### config.mk
export PLATFORM = sky130hd
export DESIGN_NAME = io_controller
export DESIGN_NICKNAME = d
export VERILOG_FILES = /design/src/rtl/io_controller_pkg.sv /design/src/rtl/button_debouncer.sv /design/src/rtl/io_controller.sv
export SDC_FILE = /design/constraint.sdc
export NUM_CORES = 1
export LEC_CHECK = 0
export BUFFER_PORTS_ARGS = -buffer_cell sky130_fd_sc_hd__buf_4
export CORE_AREA = 8 8 84 56
export DETAILED_ROUTE_END_ITERATION = 8
export DIE_AREA = 0 0 92 64
export GPL_TIMING_DRIVEN = 0
export HOLD_SLACK_MARGIN = 0.06
export PLACE_DENSITY = 0.63
export SLEW_MARGIN = 20
export SYNTH_ARGS = -nofsm -noshare
export SYNTH_HDL_FRONTEND = slang
export SYNTH_SLANG_ARGS = --single-unit
### constraint.sdc
create_clock -name clock -period 1.37 [get_ports clock]
set_input_delay 0.274 -clock clock [delete_from_list [all_inputs] [get_ports clock]]
set_output_delay 0.274 -clock clock [all_outputs]
set_load 0.02 [all_outputs]
### src/rtl/io_controller_pkg.sv
// Shared definitions for the CPU I/O controller: FSM state encoding and timing defaults.
package io_controller_pkg;

    localparam int DEFAULT_DEBOUNCE_CYCLES = 50000;

    typedef enum logic [2:0] {
        ST_IDLE            = 3'd0,
        ST_OUT_WRITE       = 3'd1,
        ST_IN_WAIT_PRESS   = 3'd2,
        ST_IN_CAPTURE      = 3'd3,
        ST_IN_WAIT_RELEASE = 3'd4,
        ST_DONE            = 3'd5
    } io_state_t;

    function automatic logic state_stalls(input io_state_t s);
        return (s == ST_OUT_WRITE) || (s == ST_IN_WAIT_PRESS) ||
               (s == ST_IN_CAPTURE) || (s == ST_IN_WAIT_RELEASE);
    endfunction

endpackage

### src/rtl/button_debouncer.sv
// Synchronizes and debounces the confirm button; level plus a one-cycle press pulse.
// Latency: 2 sync cycles + DEBOUNCE_CYCLES; no backpressure (free-running sampler).
module button_debouncer #(
    parameter int DEBOUNCE_CYCLES = 50000,
    parameter int CNT_W           = 16
) (
    input  logic clock,
    input  logic reset,
    input  logic button_raw,
    output logic level,
    output logic press
);

    localparam logic [CNT_W-1:0] LAST_COUNT = CNT_W'(DEBOUNCE_CYCLES - 1);

    logic             sync_0;
    logic             sync_1;
    logic [CNT_W-1:0] count;

    // Counter tracks consecutive cycles the synchronized level disagrees with the output.
    always_ff @(posedge clock or posedge reset) begin
        if (reset) begin
            sync_0 <= 1'b0;
            sync_1 <= 1'b0;
            count  <= '0;
            level  <= 1'b0;
            press  <= 1'b0;
        end else begin
            sync_0 <= button_raw;
            sync_1 <= sync_0;
            press  <= 1'b0;
            if (sync_1 == level) begin
                count <= '0;
            end else if (count == LAST_COUNT) begin
                count <= '0;
                level <= sync_1;
                press <= sync_1;
            end else begin
                count <= count + CNT_W'(1);
            end
        end
    end

endmodule

### src/rtl/io_controller.sv
// Sequences CPU OUT/IN instructions against a display strobe and a debounced confirm button.
// Latency: OUT 2 cycles to io_done; IN waits for press and release. Backpressure: cpu_stall while busy.
module io_controller
    import io_controller_pkg::*;
#(
    parameter int DEBOUNCE_CYCLES = DEFAULT_DEBOUNCE_CYCLES,
    parameter int CNT_W           = 16
) (
    input  logic clock,
    input  logic reset,
    input  logic out_req,
    input  logic in_req,
    input  logic button_raw,
    output logic write_enabled,
    output logic input_ready,
    output logic cpu_stall,
    output logic io_done,
    output logic waiting_input
);

    io_state_t state;
    io_state_t next_state;
    logic      btn_level;
    logic      btn_press;

    button_debouncer #(
        .DEBOUNCE_CYCLES(DEBOUNCE_CYCLES),
        .CNT_W          (CNT_W)
    ) u_button_debouncer (
        .clock     (clock),
        .reset     (reset),
        .button_raw(button_raw),
        .level     (btn_level),
        .press     (btn_press)
    );

    // OUT wins a simultaneous request; a still-held IN is picked up on the next IDLE.
    always_comb begin
        next_state = state;
        case (state)
            ST_IDLE: begin
                if (out_req)     next_state = ST_OUT_WRITE;
                else if (in_req) next_state = ST_IN_WAIT_PRESS;
            end
            ST_OUT_WRITE:       next_state = ST_DONE;
            ST_IN_WAIT_PRESS:   if (btn_press) next_state = ST_IN_CAPTURE;
            ST_IN_CAPTURE:      next_state = ST_IN_WAIT_RELEASE;
            ST_IN_WAIT_RELEASE: if (!btn_level) next_state = ST_DONE;
            ST_DONE:            next_state = ST_IDLE;
            default:            next_state = ST_IDLE;
        endcase
    end

    // Outputs are registered from next_state so they align exactly with the state they belong to.
    always_ff @(posedge clock or posedge reset) begin
        if (reset) begin
            state         <= ST_IDLE;
            write_enabled <= 1'b0;
            input_ready   <= 1'b0;
            cpu_stall     <= 1'b0;
            io_done       <= 1'b0;
            waiting_input <= 1'b0;
        end else begin
            state         <= next_state;
            write_enabled <= (next_state == ST_OUT_WRITE);
            input_ready   <= (next_state == ST_IN_CAPTURE);
            cpu_stall     <= state_stalls(next_state);
            io_done       <= (next_state == ST_DONE);
            waiting_input <= (next_state == ST_IN_WAIT_PRESS);
        end
    end

endmodule

==> qor.csv <==
stage,metric,value,unit
cells_and_area,final_area,1660,µm²
timing,hold_ws,0.05915,ns
detailed_routing,vias,899,
pwr,vdd_drop_max,0.7102,mV
timing,rsz0062_at_grt,true,
worst_setup_path,regToRegSetupSlack,-0.08,ns
timing,slew_violations,0,
synth,ys_seq_area_frac,0.5469,
floorplan,die_h,64,µm
cells_and_area,syn_to_final_growth,29.59,%
detailed_routing,wl_per_cell,14.77,µm
synth,syn_avg_cell_area,11.44,µm²
worst_setup_path,end_kind,flop,
synth,ys_types,29,
pwr,power_density,1150,nW/µm²
detailed_routing,drtIter0Drc,72,
cts,root_buffer,clkbuf_8,
detailed_routing,drtAntennaViolNets,0,
detailed_routing,dr.pass1.iters,4,
detailed_routing,wl_met1,1.393,mm
timing,hold_violations,0,
global_route,grt_antenna_before_repair,0,
placement,dp_hpwl,1.729,mm
placement,gp_routability_congestion,0.7708,
floorplan,fp.dieW,92,µm
global_route,grt-ovfl-total,0,
pwr,p_leak,0.6949,nW
floorplan,num_rows,17,
timing,setup_viol,18,
placement,portBuffers,9,
timing,fin_tns_setup,-1.143,ns
cts,clock_sinks,28,
global_route,grt_pass1_vias,913,
floorplan,die_area,5888,µm²
placement,postPlaceCellArea,1415,µm²
floorplan,core_area,3488,µm²
detailed_routing,viasPerCell,4.859,
placement,place_inst,168,
synth,netlist_instances,112,
timing,fin_crit_sh,1.055,
synth,syn_nets,118,
placement,dp_slack,-0.2506,ns
synth,synth_area,1281,µm²
worst_setup_path,crit_required,1.54,ns
worst_setup_path,cp_slowest_cell,dfrtp_1,
cts,ctsHoldBuffers,0,
timing,relSlewSlack,0.6148,
worst_setup_path,crit_chain,nor4bb_2 > nand4_1 > nand2_2 > buf_6 > nor2_1,
detailed_routing,remaining_drc_errors,0,
detailed_routing,dr_wl_met3,87,µm
floorplan,initial_core_util,0.3673,
synth,yosysWarnings,0,
cells_and_area,stdcell_count,185,
detailed_routing,dr_wl_met2,1.237,mm
run_status,status,finished with violations,
cts,clkTransAtPathRegs,0.09,ns
worst_setup_path,path_max_fanout,5,
worst_setup_path,cp_data_arrival_time,1.61,ns
timing,final.setup.worst_slack,-0.07544,ns
cts,clk_latency,0.27,ns
worst_setup_path,rr_endpoint,u_button_debouncer.count[4],
worst_setup_path,worst-path-buf-inv,1,
cells_and_area,n_fill_cell,341,
cts,tritoncts,built,
worst_setup_path,ff2ff_path_depth,5,
cts,cts_made_buffers,3,
worst_setup_path,critPathMaxStageDelay,0.41,ns
cts,cts_buffer_depth,2,
pwr,p_total,1.909,mW
cells_and_area,final_nets,146,
worst_setup_path,critical-path-top-delay-family,simple AND/OR/NAND/NOR gates,
cells_and_area,drive_gt1_frac,0.4638,
worst_setup_path,startpoint_type,flop,
global_route,grt_max_degree,29,
run_status,violations,negative setup slack,
timing,skew,0.002092,ns
detailed_routing,routed_wl,2.733,mm
timing,clock.fmax,0.6918,GHz
global_route,grt_usage,0.09540,
worst_setup_path,r2r-start,u_button_debouncer.count[14],
synth,ys_ff_latch,28,
cts,htree_levels,1,
worst_setup_path,path_class,reg -> reg,
cells_and_area,insertedDiodeCount,0,
hold_path,hold_class,in -> async,
timing,worstMarginPinSlew,0.5770,ns
detailed_routing,routed.top_layer,met4,
timing,period_minus_slack,1.445,ns
cells_and_area,post-route-util,0.4760,
floorplan,io-pin-count,10,
job,max_cap_violations,0,
global_route,grt_pass1_wl,4.560,mm
[cell families after synthesis]
| kind of cell | count (synthesis) | share of synthesized area |
|---|---|---|
| DFF | 28 | 0.5469 |
| xor gates and xnor gates | 15 | 0.1025 |
| buffers and inverters | 7 | 0.02637 |
| muxes | 1 | 0.008788 |
| and+or+nand+nor | 55 | 0.2793 |
| adders and majority gates | 1 | 0.009764 |
| AOI/OAI and AO/OA | 5 | 0.02637 |
[placed cells by master (no fill, tap or decap), types with 2 or more instances in the layout]
cell type | netlist | final
buf_6 | 1 | 3
and3_4 | 0 | 2
inv_1 | 6 | 5
and4bb_2 | 2 | 2
xor2_1 | 3 | 3
nor4b_1 | 3 | 2
clkbuf_8 | 0 | 3
nand4_4 | 1 | 2
o21ai_0 | 2 | 2
nor2_2 | 0 | 9
dfrtp_1 | 28 | 21
nor4_2 | 4 | 3
dfrtp_2 | 0 | 7
xnor2_1 | 12 | 12
nand4_1 | 2 | 2
nor2_1 | 21 | 12
buf_4 | 0 | 21
nand2b_1 | 2 | 2
nand2_1 | 2 | 2
nor3_1 | 4 | 3
nand3_1 | 5 | 4
[routing by layer]
layer  vias to the layer above  track usage
met5                         -            0
met4                         0      0.02395
met3                         2      0.02681
met2                        12       0.1359
met1                       450       0.1374
li1                        435            -
[synth_stat cells]
master    count  share of area
a21o_1        1         0.0059
and3_1        2         0.0098
and4bb_2      2          0.020
buf_6         1         0.0088
dfrtp_1      28           0.55
ha_1          1         0.0098
inv_1         6          0.018
mux2_2        1         0.0088
nand2_1       2         0.0059
nand2_2       1         0.0049
nand2b_1      2         0.0098
nand3_1       5          0.020
nand3_4       1          0.014
nand4_1       2         0.0098
nand4_2       1         0.0098
nand4_4       1          0.017
nor2_1       21          0.062
nor2b_1       1         0.0049
nor3_1        4          0.016
nor3b_1       1         0.0059
nor4_2        4          0.039
nor4b_1       3          0.021
nor4bb_1      1         0.0078
o21ai_0       2         0.0078
o31a_1        1         0.0068
o31ai_1       1         0.0059
or2_2         1         0.0049
xnor2_1      12          0.082
xor2_1        3          0.021
[worst max-delay path by stage]
stage                                         endpoint  cells past startpoint  slack [ns]                    startpoint
after global routing      u_button_debouncer.count[12]                      5       -0.13  u_button_debouncer.count[14]
after floorplan           u_button_debouncer.count[14]                      6       0.009   u_button_debouncer.count[0]
after CTS                 u_button_debouncer.count[14]                      6       -0.06   u_button_debouncer.count[0]
after detailed placement  u_button_debouncer.count[10]                      5       -0.25  u_button_debouncer.count[11]
final                      u_button_debouncer.count[4]                      5       -0.08  u_button_debouncer.count[14]
after global placement     u_button_debouncer.count[7]                      5       -0.18   u_button_debouncer.count[4]
[cell type report]
| type | instances | area, µm² | area share |
|---|---|---|---|
| Buffer | 1 | 11.26 | 0.006782 |
| Clock buffer | 3 | 41.29 | 0.02487 |
| Inverter | 6 | 22.52 | 0.01356 |
| Multi-Input combinational cell | 77 | 636.9 | 0.3836 |
| Sequential cell | 28 | 709.4 | 0.4273 |
| Tap cell | 47 | 58.81 | 0.03542 |
| Timing Repair Buffer | 23 | 180.2 | 0.1085 |
[what timing repair did]
| action | in CTS | in global routing |
|---|---|---|
| cloned | 1 | 0 |
| endpoints found under the setup margin | 19 | 19 |
| hold endpoints to repair | 0 | 0 |
| pin swaps | 19 | 3 |
| buffers inserted | 8 | 5 |
| gates resized for setup | 13 | 15 |
[worst register-to-register path, stage by stage (launching register included)]
cell and delay [ns]:
dfrtp_1 0.41, nor4bb_2 0.32, nand4_1 0.24, nand2_2 0.18, buf_6 0.15, nor2_1 0.04
[where the power goes]
group	leakage, nW	internal, mW	switching (mW)
combinational	0.309	0.216	0.239
sequential	0.365	0.927	0.0882
clock	0.0216	0.197	0.242
total	0.695	1.34	0.569
[state kept, by name, indices dropped and copies added, names as in the netlist]
register and flops:
write_enabled 1, io_done 1, u_button_debouncer.level 1, input_ready 1, u_button_debouncer.press 1, u_button_debouncer.count 16
state 3, u_button_debouncer.sync_0 1, u_button_debouncer.sync_1 1, cpu_stall 1, waiting_input 1
(Power assumes the default switching activity.)
